### src/rtl/teclado_matriz_scanner.sv
// teclado_matriz_scanner: drives one active-low column at a time, samples the
// active-low rows through a 2-FF synchronizer, debounces whole scan frames and
// hands press events to the consumer through a valid/ack register.
module teclado_matriz_scanner #(
  parameter int COLS           = 4,
  parameter int ROWS           = 4,
  parameter int SETTLE         = 4,
  parameter int DEBOUNCE_SCANS = 2
) (
  input  logic                          clock,
  input  logic                          reset,
  input  logic                          enable,
  input  logic [ROWS-1:0]               linhas,
  input  logic                          evento_ack,
  output logic [COLS-1:0]               colunas,
  output logic [COLS*ROWS-1:0]          teclas,
  output logic                          evento_valido,
  output logic [$clog2(COLS*ROWS)-1:0]  codigo_tecla,
  output logic                          multipla,
  output logic                          overrun
);

  localparam int N  = COLS * ROWS;
  localparam int KW = $clog2(N);
  localparam int SW = $clog2(SETTLE);
  localparam int CW = (COLS > 1) ? $clog2(COLS) : 1;
  localparam int DW = $clog2(DEBOUNCE_SCANS + 1);

  logic [ROWS-1:0] l_s1, l_s2;
  logic [SW-1:0]   s;
  logic [CW-1:0]   c;
  logic [N-1:0]    frame_buf, frame_now, prev, novos;
  logic [DW-1:0]   stable_cnt, stable_next;
  logic [KW-1:0]   low_idx;
  logic            sample, eof, accept, new_ev, multi;

  // Rows are asynchronous to clock; idle level (all released) out of reset.
  always_ff @(posedge clock or posedge reset) begin
    if (reset) begin
      l_s1 <= '1;
      l_s2 <= '1;
    end else begin
      l_s1 <= linhas;
      l_s2 <= l_s1;
    end
  end

  // Column drive follows the scan index; released while disabled or in reset.
  assign colunas = (enable && !reset) ? ~(COLS'(1) << c) : '1;

  assign sample = enable && (s == SW'(SETTLE - 1));
  assign eof    = sample && (c == CW'(COLS - 1));

  // Frame as it stands this cycle: the active column's slice is replaced by the
  // fresh sample, so at end of frame it already includes the last column.
  for (genvar col = 0; col < COLS; col++) begin : g_slice
    assign frame_now[col*ROWS +: ROWS] =
      (sample && (c == CW'(col))) ? ~l_s2 : frame_buf[col*ROWS +: ROWS];
  end

  // Settle / column counters and the partial frame buffer.
  always_ff @(posedge clock or posedge reset) begin
    if (reset) begin
      s         <= '0;
      c         <= '0;
      frame_buf <= '0;
    end else if (!enable) begin
      s         <= '0;
      c         <= '0;
      frame_buf <= '0;
    end else if (sample) begin
      s         <= '0;
      c         <= eof ? '0 : c + CW'(1);
      frame_buf <= frame_now;
    end else begin
      s <= s + SW'(1);
    end
  end

  // Consecutive-identical-frame count, saturating at DEBOUNCE_SCANS.
  always_comb begin
    stable_next = stable_cnt;
    if (frame_now != prev)
      stable_next = DW'(1);
    else if (stable_cnt < DW'(DEBOUNCE_SCANS))
      stable_next = stable_cnt + DW'(1);
  end

  assign accept = eof && (stable_next == DW'(DEBOUNCE_SCANS)) && (frame_now != teclas);
  assign novos  = frame_now & ~teclas;
  assign new_ev = accept && (|novos);
  assign multi  = |(novos & (novos - N'(1)));

  // Lowest newly pressed key wins the event code.
  always_comb begin
    low_idx = '0;
    for (int i = N - 1; i >= 0; i--)
      if (novos[i]) low_idx = KW'(i);
  end

  // Frame debounce and accepted key state; updated only at end of frame.
  always_ff @(posedge clock or posedge reset) begin
    if (reset) begin
      prev       <= '0;
      stable_cnt <= '0;
      teclas     <= '0;
    end else if (eof) begin
      prev       <= frame_now;
      stable_cnt <= stable_next;
      if (accept) teclas <= frame_now;
    end
  end

  // Event register: a new event replaces an acked one in the same cycle; an
  // unacked pending event is kept and the newcomer is counted as lost.
  always_ff @(posedge clock or posedge reset) begin
    if (reset) begin
      evento_valido <= 1'b0;
      codigo_tecla  <= '0;
      multipla      <= 1'b0;
      overrun       <= 1'b0;
    end else if (new_ev) begin
      if (!evento_valido || evento_ack) begin
        evento_valido <= 1'b1;
        codigo_tecla  <= low_idx;
        multipla      <= multi;
      end else begin
        overrun <= 1'b1;
      end
    end else if (evento_ack) begin
      evento_valido <= 1'b0;
    end
  end

endmodule

### config.mk
export PLATFORM = sky130hd
export DESIGN_NAME = teclado_matriz_scanner
export DESIGN_NICKNAME = d
export VERILOG_FILES = /design/src/rtl/teclado_matriz_scanner.sv
export SDC_FILE = /design/constraint.sdc
export NUM_CORES = 1
export LEC_CHECK = 0
export BUFFER_PORTS_ARGS = -buffer_cell sky130_fd_sc_hd__buf_4
export CAP_MARGIN = 20
export CORE_ASPECT_RATIO = 1.2
export CORE_MARGIN = 5
export CORE_UTILIZATION = 30
export DETAILED_ROUTE_END_ITERATION = 8
export SLEW_MARGIN = 20
export SYNTH_ARGS = -nofsm -noshare
export SYNTH_HDL_FRONTEND = slang
export SYNTH_SLANG_ARGS = --single-unit
### constraint.sdc
create_clock -name clock -period 3.81 [get_ports clock]
set_input_delay 0.381 -clock clock [delete_from_list [all_inputs] [get_ports clock]]
set_output_delay 0.381 -clock clock [all_outputs]
set_load 0.03 [all_outputs]
# [Yosys cells after proc, flatten, opt, wreduce, memory -nomap -nowiden]
# Index checks and enable logic that the tools add are counted.
[word_totals] word_cells=86 ff_bits=69 romBits=0 ram_bits=0 in_bits=8 latch_bits=0 n_memories=0 output_inout_bits=27
[classes] n_bitwise=6 mul=0 add_sub_neg=4 n_eq_ne=9 shift=1 n_lt_le_gt_ge=1 n_mux=33 div_mod_pow=0 reduce_logical=20
[ops] cell="$mux W4" count=21
[ops] cell="$and A16 B16 Y16" count=2
[ops] cell="$mux W16" count=2
[ops] cell="$ne A16 B16 Y1" count=2
[ops] cell="$reduce_or A16 Y1" count=2
[ops] cell="$not A16 Y16" count=1
[ops] cell="$sub A16 B1 Y16 const B" count=1
[ops] cell="$mux W2" count=7
[ops] cell="$logic_and A1 B1 Y1" count=9
[ops] cell="$eq A2 B2 Y1 const B" count=4
[ops] cell="$not A4 Y4" count=2
[ops] cell="$reduce_and A2 Y1" count=4
[ops] cell="$add A2 B1 Y2 const B" count=3
[ops] cell="$ne A2 B1 Y1 const B" count=2
[ops] cell="$shl A1 B2 Y4 const A" count=1
[ops] cell="$mux W1" count=3
[ops] cell="$eq A2 B1 Y1 const B" count=1
[ops] cell="$logic_not A1 Y1" count=2
[ops] cell="$logic_not A2 Y1" count=1
[ops] cell="$lt A2 B2 Y1 const B" count=1
[ops] cell="$reduce_bool A2 Y1" count=1
[ops] cell="$logic_or A1 B1 Y1" count=1
[ops] cell="$not A1 Y1" count=1

# [Depth between registers and ports, before layout]
# Gate-level depths: netlist (run 1).
[logic_depth] word_depth=21 ltp_mapped=14 ltp_nobuf=12

# [Worst setup path before layout (run 1)]
# No wires, ideal clock.
[synth_path] path_type="register to register" start="register s[0]" end="register codigo_tecla[0]" required_time_ps=3685 arrival_ps=3023 stages_incl_launch_ff=13 path_slack_ps=662 cell_sequence="dfrtp_1 > ha_1 > buf_6 > nand3_1 > clkbuf_1 > o21ai_0 > ha_1 > nor4_1 > nand4_1 > or3_1 > nand4b_1 > nor4_4 > mux2_2"
[synth_between] elab_cells_between_ends=36 cone_classes="eq/ne (4); mux (21); bitwise (1); reduce/logical (10)"
[synth_rtl] item="from (decl)" line="30" source="logic [SW-1:0] s;"
[synth_rtl] item="from (signal assigned)" line="76" source="s <= s + SW'(1);"
[synth_rtl] item="$eq A2 B2 Y1 (*)" line="51" source="assign sample = enable && (s == SW'(SETTLE - 1));"
[synth_rtl] item="$logic_and A1 B1 Y1 (*)" line="51"
[synth_rtl] item="$logic_and A1 B1 Y1 (*)" line="58" source="(sample && (c == CW'(col))) ? ~l_s2 : frame_buf[col*ROWS +: ROWS];"
[synth_rtl] item="$mux W4 (*)" line="58"
[synth_rtl] item="net frame_now[1]" line="32" source="logic [N-1:0] frame_buf, frame_now, prev, novos;"
[synth_rtl] item="$ne A16 B16 Y1" line="83" source="if (frame_now != prev)"
[synth_rtl] item="$mux W2" line="83"
[synth_rtl] item="$eq A2 B2 Y1" line="89" source="assign accept = eof && (stable_next == DW'(DEBOUNCE_SCANS)) && (frame_now != teclas);"
[synth_rtl] item="$logic_and A1 B1 Y1 (2 in series)" line="89"
[synth_rtl] item="$logic_and A1 B1 Y1" line="91" source="assign new_ev = accept && (|novos);"
[synth_rtl] item="$reduce_and A2 Y1 (no source line)"
[synth_rtl] item="to (signal assigned)" line="125" source="codigo_tecla <= low_idx;"
[synth_rtl] item="to (decl)" line="18" source="output logic [$clog2(COLS*ROWS)-1:0] codigo_tecla,"
# The timed path passes the listed nets; every way through them passes the cells marked *.
# A chain may end at the register's enable or synchronous reset.

# [Worst setup path in the final report (run 1)]
[layout_path] start="register s[0]" end="register codigo_tecla[3]"
# Same word-level chain as after synthesis.

==> metrics.md, run 1 <==
| Metric | Value |
|---|---|
| Status | finished, final reports clean |
| Post-synthesis sequential area ratio | 44.2% |
| Overflow left after global routing | 0 |
| Area of the multi-input gates | 1940 sq um |
| Synth cell types | 56 |
| Core area | approximately 13000 sq um |
| Fin nets | between 400 and 500 |
| CP arrival | 3.80 ns |
| Place WS | 0.214 ns |
| Worst Setup SP | s[0] |
| Crit. End Element | register |
| Post-DR vias/cell | 5.09 |
| Drt drc | 0 |
| Internal power | 0.00139 W |
| Max cap viols | 0 |
| CTS Buf Count | 9 |
| Global-route wire length before repair | 16.0 mm |
| CTS tree | done |
| Maximum clock rate | 279 MHz |
| Final setup viols | 0 |
| RD Place Congestion | roughly 0.92 |
| Clk buf depth | 2 |
| Largest net degree at the start of global routing | 28 |
| CTS root buf | clkbuf_16 |
| Worst setup path endpoint | codigo_tecla[3] |
| Worst slew pin tran | 0.550 ns |
| Post-route ant nets | 0 |
| CP startpoint kind | register |
| Die Y | ~140 microns |
| DR pass1 iterations | 6 |
| Syn Area/Cell | 9.73 sq um |
| Worst Setup Path Type | reg2reg |
| Worst VDD drop | 0.193 mV |
| Ys Warns | 0 |
| Seq pwr share | between 40% and 50% |
| Number of clock sinks | 69 |
| Final Cycle Share | 94.1% |
| Netlist Area Pre-Place | between 3000 and 4000 sq um |
| Setup slack after layout | 0.224 ns |
| Vias in the first global route | between 3k and 4k |
| Required time worst endpoint | 4.02 ns |
| Pwr Density | 374 nW/um^2 |
| Initial Util | a little under a third |
| Switching Fraction | 21.6% |
| Post-synth top flop | dfrtp_1 |
| Wirelength, routed | just under 10 mm |
| Worst Reg-to-Reg Cells | 10 |
| Post-synth top area share | 38.8% |
| Starting DRT DRC Count | 256 |
| IO Port Bufs | 34 |
| Post-synthesis instance total | 404 |
| Clock skew | 0.00717 ns |
| H-Tree Depth | 3 |
| HPWL Detailed | between 7 and 8 mm |
| Fillers | 1246 |
| DIE AREA | roughly 16000 sq um |
| FF-to-FF End | codigo_tecla[3] |
| Switching pwr | 0.000382 W |
| Final Hold Vio Count | 0 |
| HP Class | in2async |
| Area Overhead vs Synth | 20.4% |
| Net Count, Synth | 435 |
| Worst-path clk slew | roughly 0.060 ns |
| R2R Path Start | s[0] |
| Leading area contributor after synthesis | dfrtp_1 |
| Reg-to-reg slack, setup | ~0.22 ns |
| Diodes inserted | 0 |
| Row cnt | 45 |
| Register area | approximately 1700 sq um |
| Dpl cells | 600 |
| Crit path time final | 3.59 ns |
| Gate power share | 5.7% |
| Clock share of power | just over 50% |
| Die W | 115 microns |
| Total global routing track utilization | between 10% and 20% |
| Layout Cells excl Fill | a little over 600 |
| Post-CTS setup buffers | 0 |
| Seq cells post-synth | 69 |
| Worst Path Max Fanout | 12 |
| Relative slew slack | 63.0% |
| EDFF count, synth | 0 |
| I/O Pins | 35 |
| WL/cell | 15.8 microns |
| Leak | between 2 and 2.5 nW |
| Synth area leaders | dfrtp_1 39%, ha_1 7.3%, dfstp_2 5.3% |
| Initial antenna violation count | 0 |
| Skew-Pair Late Insertion Delay | about 0.33 ns |
| Total number of vias | 3137 |
| Slew Limit Fails | 0 |
| Share of layout cells above drive strength 1 | 22.6% |
| Async SR Flop Fraction | 100% |
[sequential cells by signal, summed over array words and instances, names as in the netlist]
name and cells:
teclas 16, stable_cnt 2, overrun 1, l_s1 4, prev 16, codigo_tecla 4
frame_buf 16, l_s2 4, multipla 1, c 2, s 2, evento_valido 1
[layer usage]
metal	GRT usage (%)	up-vias	part of all wire, %
li1	-	1509	-
met1	17.0	1503	45
met2	21.2	99	48
met3	2.01	26	4.4
met4	6.07	0	2.8
met5	0	-	0
[power groups by stage]
stage	Clock, W	Sequential [W]	Combinational (W)
final	0.000912	0.000759	0.000100
after global routing	0.000959	0.000760	0.000113
after CTS	0.000932	0.000759	0.000101
after detailed placement	0	0.000772	0.000101
after global placement	0	0.000772	0.0000987
after floorplan	0	0.000763	0.0000732
[cell usage after synthesis (all sizes together) (7+ instances only)]
cell type,n
a21oi,17
mux2i,11
dfrtp,61
nand2,52
dfstp,8
nor2,33
nor3,7
buf,9
ha,23
clkbuf,9
o21ai,20
and2,8
nand4,7
inv,40
mux2,17
[cells by family after synthesis]
| logic type | synth area share, % |
|---|---|
| AO/OA/AOI/OAI | 14.2 |
| multiplexers | 8.56 |
| flip-flops | 44.2 |
| AND/OR/NAND/NOR | 17.2 |
| buffers and inverters | 6.62 |
| adder cells (fa/ha/maj) | 7.32 |
| XOR/XNOR | 2.01 |
[through the flow]
| step | TNS, ns | hold WS (ns) | instance area (sq um) | utilization (%) | total power, W |
|---|---|---|---|---|---|
| 6_report | 0 | 0.0448 | 4730 | 37.0 | 0.00177 |
| 5_1_grt | -0.00321 | 0.0821 | 4730 | 37.0 | 0.00183 |
| 3_5_place_dp | 0 | 0.347 | 4400 | 34.4 | 0.000873 |
| 2_1_floorplan | 0 | 0.345 | 3930 | - | 0.000836 |
| 4_1_cts | 0 | 0.0552 | 4730 | 37.0 | 0.00179 |
| 3_3_place_gp | 0 | 0.346 | 4400 | 34.4 | 0.000870 |
[cell type report]
cell class	instances	share of cell area, %
repair buffers	50	7.93
clock buffers	12	5.42
multi-input cells	277	41.0
clock inverters	4	1.48
inverters	40	3.17
well taps	164	4.34
flip-flops and latches	69	36.7
[what timing repair did]
action                                  CTS  global route
resized for setup                         0             2
hold endpoints to repair                  0             0
hold buffers                              0             0
endpoints found under the setup margin    0            19
[placed cells by master (no fill, tap or decap), drive strengths merged, types with 6 or more instances in the layout]
master / n
a31oi: 6
mux2: 17
nor2: 33
mux2i: 11
inv: 40
clkbuf: 12
nor3: 7
xor2: 6
nand2: 52
dfrtp: 61
dfstp: 8
and2: 8
a21oi: 17
ha: 23
nand4: 7
buf: 50
o21ai: 20
[worst min-delay path by stage]
stage,endpoint,slack (ns),depth (start not counted)
2_1_floorplan,l_s2[0],0.35,0
3_3_place_gp,l_s2[3],0.35,0
3_5_place_dp,l_s2[3],0.35,0
4_1_cts,teclas[2],0.06,2
5_1_grt,prev[5],0.08,2
6_report,prev[5],0.04,2
[critical path, cell delays in order (launching register included)]
cell and delay [ns]:
dfrtp_1 0.35, ha_1 0.37, nand3_1 0.43, o21ai_0 0.59, ha_1 0.40, nor4_1 0.12
nand4_1 0.17, or3_1 0.16, nand4b_1 0.15, nor4_4 0.36, mux2_2 0.38
(Power assumes the default switching activity.)
==> inputs of run 2 (changes only) <==
- clock period: 3.81 -> 4.5 ns (I/O delays scaled with it)
==> metrics.md, run 2 (synthesized netlist as in run 1, its figures left out) <==
| Metric | Value |
|---|---|
| Starting DRT DRC Count | 147 (was 256) |
| CP startpoint kind | register (unchanged) |
| Most frequent cells in the layout | 61 x dfrtp_1, 52 x nand2_1, 43 x buf_4, 39 x inv_1, 33 x nor2_1 (was 61 x dfrtp_1, 52 x nand2_1, 50 x buf_4, 39 x inv_1, 33 x nor2_1) |
| WL/cell | 15.7 microns (was 15.8 microns) |
| Diodes inserted | 0 (unchanged) |
| Area Overhead vs Synth | 17.9% (was 20.4%) |
| R2R Path Start | s[0] (unchanged) |
| Status | finished, final reports clean (unchanged) |
| Worst Path Max Fanout | 19 (was 12) |
| Worst VDD drop | 0.146 mV (was 0.193 mV) |
| Worst-path clk slew | 0.06 ns (about the same) |
| GR met2 Demand/Resource | 21.4% (was 21.2%) |
| Dpl cells | 593 (was 600) |
| Worst hold slack | 0.162 ns (was 0.0448 ns) |
| Post-DR vias/cell | 5.02 (was 5.09) |
| Skew-Pair Late Insertion Delay | 0.32 ns (was 0.33 ns) |
| RD Place Congestion | 0.965 (was 0.919) |
| Final Cycle Share | 90.8% (was 94.1%) |
| HP Class | in2async (unchanged) |
| Layout Cells excl Fill | 609 (was 616) |
| Maximum clock rate | 245 MHz (was 279 MHz) |
| Biggest regs | frame_buf (16), prev (16), teclas (16) (unchanged) |
| Number of clock sinks | 69 (unchanged) |
| Drt drc | 0 (unchanged) |
| DR pass1 iterations | 4 (was 6) |
| Initial antenna violation count | 0 (unchanged) |
| Core area | 12800 sq um (unchanged) |
| Max cap viols | 0 (unchanged) |
| Wirelength, routed | 9.58 mm (was 9.74 mm) |
| Leak | 2.17 nW (was 2.23 nW) |
| Relative slew slack | 57.8% (was 63.0%) |
| RSZ-0062 raised after global routing | no |
| Clock skew | 0.00688 ns (was 0.00717 ns) |
| HPWL Detailed | 7.10 mm (was 7.38 mm) |
| Total number of vias | 3060 (was 3137) |
| Worst Setup SP | s[0] (unchanged) |
| CTS tree | done (unchanged) |
| Final setup TNS | 0 ns (unchanged) |
| Share of layout cells above drive strength 1 | 21.3% (was 22.6%) |
| Global-route wire length before repair | 15.8 mm (was 16.0 mm) |
| Row cnt | 45 (unchanged) |
| IO Port Bufs | 34 (unchanged) |
| Met1 Track Usage GR | 16.5% (was 17.0%) |
| Crit. End Element | register (unchanged) |
| Total global routing track utilization | 12.8% (was 13.1%) |
| Pwr Density | 297 nW/um^2 (was 374 nW/um^2) |
| Post-CTS setup buffers | 0 (unchanged) |
| I/O Pins | 35 (unchanged) |
| H-Tree Depth | 3 (unchanged) |
| GR met3 Demand/Resource | 2.01% (unchanged) |
| Initial Util | 30.8% (unchanged) |
| Worst Setup Path Type | reg2reg (unchanged) |
| Fillers | 1260 (was 1246) |
| Worst slew pin tran | 0.633 ns (was 0.550 ns) |
| Die Y | 135 microns (unchanged) |
| Clk buf depth | 2 (unchanged) |
| Slew Limit Fails | 0 (unchanged) |
| CTS root buf | clkbuf_16 (unchanged) |
| Overflow left after global routing | 0 (unchanged) |
| Required time worst endpoint | 4.70 ns (was 4.02 ns) |
| Fin nets | 471 (was 478) |
| CP arrival | 4.29 ns (was 3.80 ns) |
| Crit path time final | 4.09 ns (was 3.59 ns) |
| Final setup viols | 0 (unchanged) |
| DIE AREA | 15500 sq um (unchanged) |
| CTS Buf Count | 9 (unchanged) |
| Vias in the first global route | 3073 (was 3157) |
| Final Hold Vio Count | 0 (unchanged) |
| Largest net degree at the start of global routing | 48 (was 28) |
| Most used routing layer | met2 (unchanged) |
| Post-route ant nets | 0 (unchanged) |
| Commonest non-fill, non-tap cell in the layout | dfrtp_1 (unchanged) |
| Die W | 115 microns (unchanged) |
[run 2: cell count changes in the layout (fill, tap and decap cells not counted), sizes merged]
cell	before	now
clkinv	2	3
buf	50	43
clkinvlp	0	1
bufinv	2	0
[run 2: critical path: stages (launching register included)]
cell      delay (ns)
dfrtp_1         0.34
ha_1            0.55
nand3_1         0.48
mux2i_1         0.56
inv_1           0.10
ha_1            0.26
nor4_1          0.41
nand4_1         0.27
or3_1           0.45
nand4b_1        0.18
nor4_4          0.08
mux2_2          0.27
[run 2: power by group]
| part | leakage, nW | internal, W | switching, W | total, W |
|---|---|---|---|---|
| Clock | 0.138 | 0.000400 | 0.000253 | 0.000653 |
| Sequential | 0.903 | 0.000632 | 0.0000106 | 0.000642 |
| Combinational | 1.13 | 0.0000277 | 0.0000536 | 0.0000813 |
| Total | 2.17 | 0.00106 | 0.000318 | 0.00138 |
[run 2: timing repair]
action	CTS	global route
resized for setup	0	1
setup endpoints to repair	0	5
hold buffers	0	0
[run 2: metal layers]
| metal | part of all wire [%] | wire length (microns) |
|---|---|---|
| met5 | 0 | 0 |
| met4 | 1.2 | 119 |
| met3 | 4.1 | 389 |
| met2 | 48 | 4630 |
| met1 | 46 | 4440 |
[run 2: cell type report]
type,instances,area [sq um],area share (%)
multi-input cells,277,1940,41.9
flip-flops and latches,69,1740,37.5
repair buffers,43,323,6.97
clock buffers,12,256,5.53
well taps,164,205,4.43
inverters,40,150,3.24
clock inverters,4,22.5,0.486
[run 2: path summary, 6_finish.rpt]
check                                  end  slack, ns  cells after the start
max                        codigo_tecla[2]       0.41                     11
min                                   c[1]       0.16                      2
max reg2reg                codigo_tecla[2]       0.41                     11
min reg2reg                        l_s2[3]       0.36                      0
max in group asynchronous  codigo_tecla[2]       3.32                      3
min in group clock                 l_s1[1]       0.23                      1
[run 2: metrics by stage]
| stage | power, W | area [sq um] | util (%) | setup slack (ns) |
|---|---|---|---|---|
| after global routing | 0.00143 | 4630 | 36.3 | 0.0129 |
| after global placement | 0.000732 | 4350 | 34.0 | 0.580 |
| after floorplan | 0.000708 | 3930 | - | 1.35 |
| after CTS | 0.00139 | 4630 | 36.2 | 0.407 |
| after detailed placement | 0.000734 | 4350 | 34.0 | 0.411 |
| final | 0.00138 | 4630 | 36.3 | 0.414 |
==> inputs of run 3 (changes only) <==
- CELL_PAD_IN_SITES_DETAIL_PLACEMENT: not set -> 1
- CELL_PAD_IN_SITES_GLOBAL_PLACEMENT: not set -> 1
- PLACE_DENSITY_LB_ADDON: not set -> 0.1
==> metrics.md, run 3 (synthesized netlist as in run 1, its figures left out) <==
| Metric | Value |
|---|---|
| FF-to-FF End | codigo_tecla[0] (was codigo_tecla[2]) |
| Drt drc | 0 (unchanged) |
| Final setup viols | 0 (unchanged) |
| CTS Buf Count | 9 (unchanged) |
| Worst setup path endpoint | codigo_tecla[0] (was codigo_tecla[2]) |
| Seq pwr share | 39.7% (was 46.7%) |
| IO Port Bufs | 34 (unchanged) |
| Dpl cells | 595 (was 593) |
| Gate power share | 5.3% (was 5.9%) |
| Post-route ant nets | 0 (unchanged) |
| HPWL Detailed | 8.64 mm (was 7.10 mm) |
| Layout Cells excl Fill | 611 (was 609) |
| WL/cell | 18.9 microns (was 15.7 microns) |
| Fin nets | 473 (was 471) |
| Die Y | 135 microns (unchanged) |
| Core area | 12800 sq um (unchanged) |
| HP Class | in2reg (was in2async) |
| Cts hold-fix bufs | 0 (unchanged) |
| Final Hold Vio Count | 0 (unchanged) |
| Initial Util | 30.8% (unchanged) |
| Final Cycle Share | 90.8% (about the same) |
| Starting DRT DRC Count | 177 (was 147) |
| Largest net degree at the start of global routing | 38 (was 48) |
| Slew Limit Fails | 0 (unchanged) |
| CTS tree | done (unchanged) |
| Wirelength, routed | 11.5 mm (was 9.58 mm) |
| Worst Setup SP | s[0] (unchanged) |
| DR pass1 iterations | 4 (unchanged) |
| Area Overhead vs Synth | 20.5% (was 17.9%) |
| Worst Setup Path Type | reg2reg (unchanged) |
| Util after Layout | 37.1% (was 36.3%) |
| Relative slew slack | 46.7% (was 57.8%) |
| Worst Reg-to-Reg Cells | 11 (unchanged) |
| Status | finished, final reports clean (unchanged) |
| Most frequent cells in the layout | 61 x dfrtp_1, 52 x nand2_1, 45 x buf_4, 39 x inv_1, 33 x nor2_1 (was 61 x dfrtp_1, 52 x nand2_1, 43 x buf_4, 39 x inv_1, 33 x nor2_1) |
| Row cnt | 45 (unchanged) |
| Share of layout cells above drive strength 1 | 21.7% (was 21.3%) |
| Max cap viols | 0 (unchanged) |
| Internal power | 0.00127 W (was 0.00106 W) |
| Final setup TNS | 0 ns (unchanged) |
| Total global routing track utilization | 15.6% (was 12.8%) |
| Biggest regs | frame_buf (16), prev (16), teclas (16) (unchanged) |
| RSZ-0062 raised after global routing | no (unchanged) |
| Number of clock sinks | 69 (unchanged) |
| DIE AREA | 15500 sq um (unchanged) |
| Switching pwr | 0.000345 W (was 0.000318 W) |
| I/O Pins | 35 (unchanged) |
| Clk buf depth | 2 (unchanged) |
| Pwr Density | 342 nW/um^2 (was 297 nW/um^2) |
| Post-CTS setup buffers | 0 (unchanged) |
| Skew-Pair Late Insertion Delay | 0.33 ns (was 0.32 ns) |
| Reg-to-reg slack, setup | 0.41 ns (about the same) |
| Switching Fraction | 21.3% (was 23.1%) |
| Clock skew | 0.00653 ns (was 0.00688 ns) |
| Required time worst endpoint | 4.71 ns (was 4.70 ns) |
| Die W | 115 microns (unchanged) |
| Worst-path clk slew | 0.06 ns (about the same) |
| Crit. End Element | register (unchanged) |
| CP startpoint kind | register (unchanged) |
| Commonest non-fill, non-tap cell in the layout | dfrtp_1 (unchanged) |
| Post-DR vias/cell | 5.15 (was 5.02) |
| Diodes inserted | 0 (unchanged) |
| Worst Path Max Fanout | 13 (was 19) |
| Overflow left after global routing | 0 (unchanged) |
| Clock share of power | 55.0% (was 47.4%) |
| Initial antenna violation count | 0 (unchanged) |
| Leak | 2.23 nW (was 2.17 nW) |
| RD Place Congestion | 0.860 (was 0.965) |
| CTS root buf | clkbuf_16 (unchanged) |
| Total number of vias | 3146 (was 3060) |
| R2R Path Start | s[0] (unchanged) |
| Worst slew pin tran | 0.792 ns (was 0.633 ns) |
| Vias in the first global route | 3378 (was 3073) |
| Maximum clock rate | 245 MHz (about the same) |
| Crit path time final | 4.09 ns (about the same) |
| Post-CTS Resized | 0 (unchanged) |
| Worst VDD drop | 0.156 mV (was 0.146 mV) |
| Global-route wire length before repair | 18.6 mm (was 15.8 mm) |
| H-Tree Depth | 3 (unchanged) |
| CP arrival | 4.30 ns (was 4.29 ns) |
==> run 3: how the worst min path moves through the flow <==
| stage | start | end | slack (ns) | cells after the start |
|---|---|---|---|---|
| 3_5_place_dp | l_s1[2] | l_s2[2] | 0.35 | 0 |
| 2_1_floorplan | l_s1[0] | l_s2[0] | 0.35 | 0 |
| 4_1_cts | linhas[1] | l_s1[1] | 0.21 | 1 |
| 5_1_grt | linhas[1] | l_s1[1] | 0.21 | 1 |
| 3_3_place_gp | l_s1[1] | l_s2[1] | 0.35 | 0 |
| 6_report | linhas[1] | l_s1[1] | 0.22 | 1 |
==> run 3: per-layer routing <==
layer / routed length, microns / share of wire [%] / GRT usage [%] / up-vias
li1: - / - / - / 1491
met1: 5120 / 44 / 19.5 / 1577
met2: 5890 / 51 / 27.4 / 63
met3: 379 / 3.3 / 2.32 / 15
met4: 154 / 1.3 / 4.75 / 0
met5: 0 / 0 / 0 / -
==> run 3: power by group through the flow <==
| stage | combinational (W) | clock (W) | sequential (W) |
|---|---|---|---|
| finish | 0.0000853 | 0.000889 | 0.000643 |
| detailed placement | 0.0000873 | 0 | 0.000654 |
| global placement | 0.0000867 | 0 | 0.000654 |
| floorplan | 0.0000620 | 0 | 0.000646 |
| CTS | 0.0000875 | 0.000909 | 0.000643 |
| global route | 0.0000963 | 0.000937 | 0.000644 |
==> run 3: critical path: stages, from the launching register on <==
cell and delay [ns]:
dfrtp_1 0.35, ha_1 0.45, nand3_1 0.47, nand2_1 0.17
o21ai_0 0.20, ha_1 0.36, nor4_1 0.72, nand4_1 0.31
or3_1 0.43, nand4b_1 0.16, nor4_4 0.08, mux2_2 0.27
==> run 3: layout make-up <==
class | count | area, sq um
fill | 1440 | 8040
multi-input combinational | 277 | 1930
sequential | 69 | 1740
timing repair buffer | 45 | 338
clock buffer | 10 | 239
tap | 164 | 205
inverter | 40 | 150
clock inverter | 6 | 134
==> run 3: through the flow <==
stage / power, W / area [sq um] / hold WS, ns / worst slack (ns)
4_1_cts: 0.00164 / 4740 / 0.209 / 0.500
3_3_place_gp: 0.000741 / 4360 / 0.346 / 0.593
5_1_grt: 0.00168 / 4740 / 0.205 / 0.141
3_5_place_dp: 0.000742 / 4360 / 0.347 / 0.522
6_report: 0.00162 / 4740 / 0.221 / 0.415
2_1_floorplan: 0.000708 / 3930 / 0.345 / 1.35
